--- config.mk ---
export PLATFORM = sky130hd
export DESIGN_NAME = map_align_ctrl
export DESIGN_NICKNAME = d
export VERILOG_FILES = /design/src/rtl/map_align_ctrl.sv
export SDC_FILE = /design/constraint.sdc
export NUM_CORES = 1
export LEC_CHECK = 0
export CAP_MARGIN = 40
export CORE_MARGIN = 2
export CORE_UTILIZATION = 45
export CTS_CLUSTER_DIAMETER = 150
export DETAILED_ROUTE_END_ITERATION = 12
export PLACE_DENSITY_LB_ADDON = 0.05
export REMOVE_ABC_BUFFERS = 1
export SLEW_MARGIN = 15
export SYNTH_ARGS = -nofsm -noshare
export SYNTH_HDL_FRONTEND = slang
export SYNTH_SLANG_ARGS = --single-unit
--- constraint.sdc ---
create_clock -name clk -period 5.2 [get_ports clk]
set_input_delay 0.78 -clock clk [delete_from_list [all_inputs] [get_ports clk]]
set_output_delay 0.78 -clock clk [all_outputs]
set_load 0.05 [all_outputs]
--- src/rtl/map_align_ctrl.sv ---
// Bit-order alignment controller: steers the mapping-stage bypass select until TRAIN_WORD is seen.
// Latency: all outputs registered; lock declared on the edge of the LOCK_CNT-th consecutive match.
// Backpressure: none; map_dout is sampled every cycle and never stalled.
module map_align_ctrl #(
  parameter logic [31:0] TRAIN_WORD   = 32'hBC3C_5A96,
  parameter int          LOCK_CNT     = 8,
  parameter int          UNLOCK_CNT   = 4,
  parameter int          SETTLE       = 2,
  parameter int          TIMEOUT      = 64,
  parameter int          MAX_ATTEMPTS = 4
) (
  input  logic        clk,
  input  logic        rst,
  input  logic        enable,
  input  logic        train_mode,
  input  logic [31:0] map_dout,
  output logic        bypass,
  output logic        locked,
  output logic        align_err,
  output logic [2:0]  state_dbg,
  output logic [2:0]  attempts
);

  localparam int SW = $clog2(SETTLE + 1);
  localparam int MW = $clog2(LOCK_CNT + 1);
  localparam int TW = $clog2(TIMEOUT + 1);
  localparam int UW = $clog2(UNLOCK_CNT + 1);
  localparam int AW = $clog2(MAX_ATTEMPTS + 1);

  localparam logic [SW-1:0] SETTLE_MAX = SW'(SETTLE);
  localparam logic [MW-1:0] LOCK_MAX   = MW'(LOCK_CNT);
  localparam logic [TW-1:0] TMO_MAX    = TW'(TIMEOUT);
  localparam logic [UW-1:0] UNLOCK_MAX = UW'(UNLOCK_CNT);
  localparam logic [AW-1:0] ATT_MAX    = AW'(MAX_ATTEMPTS);

  typedef enum logic [2:0] {
    ST_IDLE   = 3'd0,
    ST_SETTLE = 3'd1,
    ST_HUNT   = 3'd2,
    ST_LOCKED = 3'd3,
    ST_FAIL   = 3'd4
  } state_t;

  state_t        state_q, state_d;
  logic [SW-1:0] settle_q, settle_d;
  logic [MW-1:0] match_q, match_d;
  logic [TW-1:0] tmo_q, tmo_d;
  logic [UW-1:0] miss_q, miss_d;
  logic [AW-1:0] att_q, att_d;
  logic          bypass_q, bypass_d;
  logic          locked_q, locked_d;
  logic          err_q, err_d;
  logic          is_match;

  assign is_match = (map_dout == TRAIN_WORD);

  always_ff @(posedge clk) begin
    if (rst) begin
      state_q  <= ST_IDLE;
      settle_q <= '0;
      match_q  <= '0;
      tmo_q    <= '0;
      miss_q   <= '0;
      att_q    <= '0;
      bypass_q <= 1'b0;
      locked_q <= 1'b0;
      err_q    <= 1'b0;
    end else begin
      state_q  <= state_d;
      settle_q <= settle_d;
      match_q  <= match_d;
      tmo_q    <= tmo_d;
      miss_q   <= miss_d;
      att_q    <= att_d;
      bypass_q <= bypass_d;
      locked_q <= locked_d;
      err_q    <= err_d;
    end
  end

  always_comb begin
    state_d  = state_q;
    settle_d = settle_q;
    match_d  = match_q;
    tmo_d    = tmo_q;
    miss_d   = miss_q;
    att_d    = att_q;
    bypass_d = bypass_q;
    locked_d = locked_q;
    err_d    = err_q;

    if (!enable) begin
      // bypass is deliberately kept so a re-enable resumes with the last good mapping
      state_d  = ST_IDLE;
      locked_d = 1'b0;
      err_d    = 1'b0;
    end else begin
      unique case (state_q)
        ST_IDLE: begin
          locked_d = 1'b0;
          err_d    = 1'b0;
          settle_d = '0;
          att_d    = '0;
          state_d  = ST_SETTLE;
        end

        ST_SETTLE: begin
          settle_d = (settle_q == SETTLE_MAX) ? settle_q : settle_q + 1'b1;
          if (settle_d == SETTLE_MAX) begin
            match_d = '0;
            tmo_d   = '0;
            state_d = ST_HUNT;
          end
        end

        ST_HUNT: begin
          match_d = !is_match ? '0 : (match_q == LOCK_MAX) ? match_q : match_q + 1'b1;
          tmo_d   = (tmo_q == TMO_MAX) ? tmo_q : tmo_q + 1'b1;
          // a lock completing on the timeout edge wins over the toggle
          if (match_d == LOCK_MAX) begin
            locked_d = 1'b1;
            miss_d   = '0;
            state_d  = ST_LOCKED;
          end else if (tmo_d == TMO_MAX) begin
            att_d = (att_q == ATT_MAX) ? att_q : att_q + 1'b1;
            if (att_d == ATT_MAX) begin
              err_d   = 1'b1;
              state_d = ST_FAIL;
            end else begin
              bypass_d = ~bypass_q;
              settle_d = '0;
              state_d  = ST_SETTLE;
            end
          end
        end

        ST_LOCKED: begin
          if (!train_mode) begin
            miss_d = '0;
          end else begin
            miss_d = is_match ? '0 : (miss_q == UNLOCK_MAX) ? miss_q : miss_q + 1'b1;
            // relock hunts on the current mapping without re-settling
            if (miss_d == UNLOCK_MAX) begin
              locked_d = 1'b0;
              match_d  = '0;
              tmo_d    = '0;
              state_d  = ST_HUNT;
            end
          end
        end

        ST_FAIL: begin
          err_d    = 1'b1;
          locked_d = 1'b0;
        end

        default: state_d = ST_IDLE;
      endcase
    end
  end

  assign bypass    = bypass_q;
  assign locked    = locked_q;
  assign align_err = err_q;
  assign state_dbg = state_q;
  assign attempts  = 3'(att_q);

endmodule

### After elaboration in Yosys (flattened, before gate mapping)

Index checks and enable logic that the tools add are counted.

| storage, ports and cells | value |
|---|---|
| bits in registers | 25 |
| bits of input ports | 36 |
| output and inout bits | 9 |
| logic and storage cells | 100 |

| cells by class | value |
|---|---|
| $add $sub $neg | 5 |
| equal/unequal tests | 24 |
| muxes and demuxes | 40 |
| bitwise logic cells | 5 |
| reduce and logical (&&, ||, !) cells | 17 |

Operators with widths:

| kind | number |
|---|---|
| two-way mux 3 bit | 13 |
| equality test 32 bit (second input constant) | 1 |
| two-way mux 7 bit | 4 |
| one-hot mux 7 bit (3 select lines) | 1 |
| two-way mux 4 bit | 5 |
| AND reduction 5 bit | 4 |
| != test 2 bit (second input constant) | 8 |
| equality test 3 bit (second input constant) | 5 |
| one-hot mux 3 bit (5 select lines) | 1 |
| equality test 7 bit (second input constant) | 2 |
| one-hot mux 3 bit (2 select lines) | 2 |
| one-hot mux 4 bit (3 select lines) | 1 |
| AND reduction 4 bit | 3 |
| nonzero test 3 bit | 4 |
| equality test 4 bit (second input constant) | 2 |
| two-way mux 2 bit | 4 |
| adder 7 x 1 -> 7 bit (second input constant) | 1 |
| adder 3 x 1 -> 3 bit (second input constant) | 2 |
| equality test 3 x 2 -> 1 bit (second input constant) | 2 |
| two-way mux 1 bit | 6 |
| one-hot mux 1 bit (3 select lines) | 2 |
| one-hot mux 2 bit (3 select lines) | 1 |
| inverter 1 bit | 5 |
| adder 4 x 1 -> 4 bit (second input constant) | 1 |
| 8 further kinds | 11 |

### Logic depth before layout (Yosys ltp)

| depth | value |
|---|---|
| depth in word-level cells | 7 |
| depth in mapped cells | 9 |
| mapped depth without buffers | 8 |

### Worst setup path after synthesis

OpenSTA, ideal clock, no wires.

| timing | value |
|---|---|
| kind | reg-to-reg |
| start point | register att_q[0] (netlist: attempts[0]) |
| end point | register state_q[2] (netlist: state_dbg[2]) |
| setup time | 86 ps |
| arrival | 2319 ps |
| data required time | 5114 ps |
| path slack | 2795 ps |
| cell stages (with the launch flop) | 9 |
| buffers on the path | 0 |
| clock period less this slack | 2405 ps |
| path through | dfxtp_1 inv_1 ha_1 or3b_1 a311oi_1 nand2_1 a21oi_1 nand3_1 a211oi_1 |

| on the way | value |
|---|---|
| longest elaborated chain between the ends | 7 |
| elaborated cells on any way between the ends | 8 |
| those cells by class | add/sub (1); eq/ne (2); mux (5) |

RTL lines:

| element | RTL line | RTL |
|---|---|---|
| from (decl) | 49 | `logic [AW-1:0] att_q, att_d;` |
| from (signal assigned) | 74 | `att_q <= att_d;` |
| adder 3 x 1 -> 3 bit or equality test 3 bit (tied branches) | 125 | `att_d = (att_q == ATT_MAX) ? att_q : att_q + 1'b1;` |
| two-way mux 3 bit (*) | 125 |  |
| equality test 3 bit (*) | 126 | `if (att_d == ATT_MAX) begin` |
| two-way mux 3 bit (*) | 126 |  |
| two-way mux 3 bit (*) | 124 | `end else if (tmo_d == TMO_MAX) begin` |
| two-way mux 3 bit (*) | 120 | `if (match_d == LOCK_MAX) begin` |
| one-hot mux 3 bit (5 select lines) (*) | 98 | `unique case (state_q)` |
| to (signal assigned) | 69 | `state_q <= state_d;` |
| to (decl) | 44 | `state_t state_q, state_d;` |

Mark *: on every way between the ends. The rest lies on a longest branch, timed or not. The select of a mux whose other input is x is not followed.
A chain may end at the register's enable or synchronous reset.

### Worst setup path in the final report

| timing | value |
|---|---|
| start point | input map_dout[26] |
| end point | register match_q[2] |

| on the way | value |
|---|---|
| longest elaborated chain between the ends | 5 |
| elaborated cells on any way between the ends | 7 |
| those cells by class | eq/ne (3); mux (3); reduce/logical (1) |

RTL lines:

| element | RTL line | RTL |
|---|---|---|
| from (decl) | 16 | `input logic [31:0] map_dout,` |
| equality test 32 bit (*) | 55 | `assign is_match = (map_dout == TRAIN_WORD);` |
| two-way mux 3 bit | 141 | `miss_d = is_match ? '0 : (miss_q == UNLOCK_MAX) ? miss_q : miss_q + 1'b1;` |
| equality test 3 bit | 143 | `if (miss_d == UNLOCK_MAX) begin` |
| != test 2 bit (no line) | n/a |  |
| AND reduction 5 bit (no line) | n/a |  |
| to (signal assigned) | 71 | `match_q <= match_d;` |
| to (decl) | 46 | `logic [MW-1:0] match_q, match_d;` |

Mark *: on every way between the ends. The rest lies on a longest branch, timed or not.

==> results.cfg <==
[cells_and_area]
layout_common_cells = clkdlybuf4s50_1 (44), dfxtp_1 (25), nand2_1 (20), inv_1 (18), nand3_1 (18)
area_delta_synth_final_pct = 27.0
antenna_cells = 0
n_fill_cell = 361
final_nets = 323
mostFrequentLayoutCell = clkdlybuf4s50_1
layout-drive-gt1-share_pct = 3.97
fin_area_sq_mm = 0.00237

[route]
routed_wirelength_um = 4710
vias = 1919
drc = 0
vias_per_cell = 5.87
firstDrtPassIters = 4
initialDrtViolationCount = 131
final_antenna_net_count = 0
wire_per_inst_um = 14.4

[critical_path]
r2r_slack_ps = 2630
critical-path-top-delay-family = simple AND/OR/NAND/NOR gates
worst-path-buf-inv = 1
reg2reg_to = tmo_q[2]
critPathMaxFanout = 11
path_cells = clkdlybuf4s50_1, nor4bb_1, nand4_1, nor2_1, o21a_1, nor2_1, a311oi_1
end_kind = flop
r2r-start = miss_q[0]
crit_path_start_kind = input port
worstPathRequired_ps = 5380
arrival_ps = 2880
cp_slowest_cell = clkdlybuf4s50_1
reg2reg_depth = 8
critPathKind = input port to flop
slowest_delay_ps = 440
cp_common_cell = nor2_1

[floorplan]
start_util_pct = 46.6
core-area_sq_mm = 0.00400
die_h_um = 68.4
std_cell_rows = 23
ios = 45
die_area_sq_mm = 0.00468
die_w_um = 68.4

[timing]
hold_viol = 0
setup-violations-final = 0
slew_headroom_pct = 46.6
fmax_mhz = 369
setup_ws_ps = 2490
report.final.slew_viol_count = 0
period_needed_ps = 2710
rsz0062_at_grt = false
fin_skew_ps = 6.62
worst_pin_slew_ps = 798
period_share_pct = 52.1
setup_tns_ps = 0

[worst_hold_path]
hold_depth = 2
hold_class = flop to flop
hold_start = settle_q[0]
hold-path-endpoint = settle_q[0]

[logic_synthesis]
netlist_instances = 238
synth-seq-cells = 25
synth_flop_cell = dfxtp_1
avgSynthCellArea_sq_um = 7.84
post_synth_num_cell_types = 52
yosysTopAreaCellShare_pct = 26.8
ys_seq_area_share_pct = 26.8
async_reset_ff_share_pct = 0
synth.area.top_cells = dfxtp_1 (27%), ha_1 (6.0%), nand3_1 (4.8%), a21oi_1 (4.6%), nand2_1 (4.0%)
synth_edf_count = 0
netlist_area_sq_mm = 0.00187
yosysWarnings = 0
yosysTopAreaCell = dfxtp_1

[clock_tree]
hold_buffers = 0
cts_tree = done
post_cts_buffers = 0
cts_max_path_buffers = 2
htreeDepth = 1
cts_resized = 0
cts_inserted_buffers = 3
cts_sinks = 25
clk_pin_slew_ps = 100
clock_latency_ps = 280
cts_root_buf = clkbuf_8

[grt]
grt_pass1_wl_um = 7710
grt_remaining_overflow = 0
grt.total_usage_pct = 21.5
grt_antenna_before_repair = 0
grt_pass1_vias = 1664
grt_start_max_net_pins = 21

[status]
status = finished, final reports clean

[pwr]
p_per_area_mw_per_mm2 = 161
leakagePower_nw = 0.819
ir_drop_mv = 0.148
p_total_mw = 0.381

[placed_design]
portBuffers = 44
dp_slack_ps = 2170
placed_cell_area_sq_mm = 0.00232
hpwl_um = 3550
gp_congestion = 0.812

[job]
drv_cap = 0
report_power, final:
part / internal, mW / total [mW] / switching, mW / leakage, nW
registers: 0.193 / 0.196 / 0.00359 / 0.202
logic: 0.0353 / 0.0606 / 0.0253 / 0.595
clock network: 0.0545 / 0.124 / 0.0698 / 0.0217
total: 0.283 / 0.381 / 0.0987 / 0.819
final cells by class:
type / count / area (sq um) / area share, %
Multi-Input combinational cell: 184 / 1240 / 52.4
Timing Repair Buffer: 45 / 445 / 18.8
Clock buffer: 3 / 41.3 / 1.74
Sequential cell: 25 / 500 / 21.1
Clock inverter: 1 / 7.51 / 0.317
Inverter: 19 / 71.3 / 3.01
Tap cell: 50 / 62.6 / 2.64
metrics by stage:
stage	hold slack, ps	instances	utilization, %
after floorplan	435	228	-
after global placement	445	322	57.9
after detailed placement	449	323	58.0
after CTS	465	327	59.2
after global routing	512	327	59.2
final	464	327	59.2
worst reg2reg max path: stages (launching register included):
cell and delay [ps]:
dfxtp_1 450, inv_1 70, ha_1 250, or3b_1 380, a311oi_1 340, nand2_1 130, o21a_1 320, o311ai_0 360
o41ai_1 120
flip-flops by register name, indices dropped and copies added, names as in the netlist:
signal,cells
tmo_q,7
miss_q,3
settle_q,2
locked,1
attempts,3
state_dbg,3
match_q,4
bypass,1
align_err,1
worst max path at each step:
stage	start	end	slack, ps	cells after the start
2_1_floorplan	attempts[0]	state_dbg[2]	2770	8
3_3_place_gp	map_dout[26]	miss_q[2]	1970	7
3_5_place_dp	map_dout[26]	match_q[2]	2170	7
4_1_cts	map_dout[26]	match_q[2]	2490	7
5_1_grt	map_dout[26]	match_q[2]	2290	7
6_report	map_dout[26]	match_q[2]	2490	7
cell usage after synthesis (2+ instances only):
library cell and n:
nor2_1 16, nor4b_1 2, nand3_1 18, and4b_1 2, or3_1 4, and3_1 6
o21ai_0 12, dfxtp_1 25, nand4_1 4, a221oi_1 4, ha_1 9, clkbuf_1 6
a21oi_1 17, inv_1 18, or4_1 2, nor3_1 6, mux2i_1 6, xor2_1 3
a211oi_1 4, nand2b_1 6, and4_1 2, o21a_1 2, nor4bb_1 5, a311oi_1 3
o21ai_1 2, a31oi_1 3, nand2_1 20, or3b_1 2, buf_6 2, nand3b_1 5
logic make-up (layout without fill, tap and decap cells):
kind of cell	after synthesis	after routing	share of synthesized area, %
AND/OR/NAND/NOR	107	107	33.6
AO/OA/AOI/OAI	58	58	21.6
buffers and inverters	29	68	6.71
flip-flops	25	25	26.8
adder cells (fa/ha/maj)	9	9	6.04
multiplexers	7	7	3.82
XOR/XNOR	3	3	1.41
routing by layer:
layer | global-route usage, % | vias to the layer above | wire length (um)
li1 | - | 971 | -
met1 | 29.8 | 879 | 2210
met2 | 34.3 | 63 | 2170
met3 | 3.95 | 6 | 292
met4 | 5.25 | 0 | 46
met5 | 0 | - | 0
No activity file was read; power rests on OpenSTA's default activity.
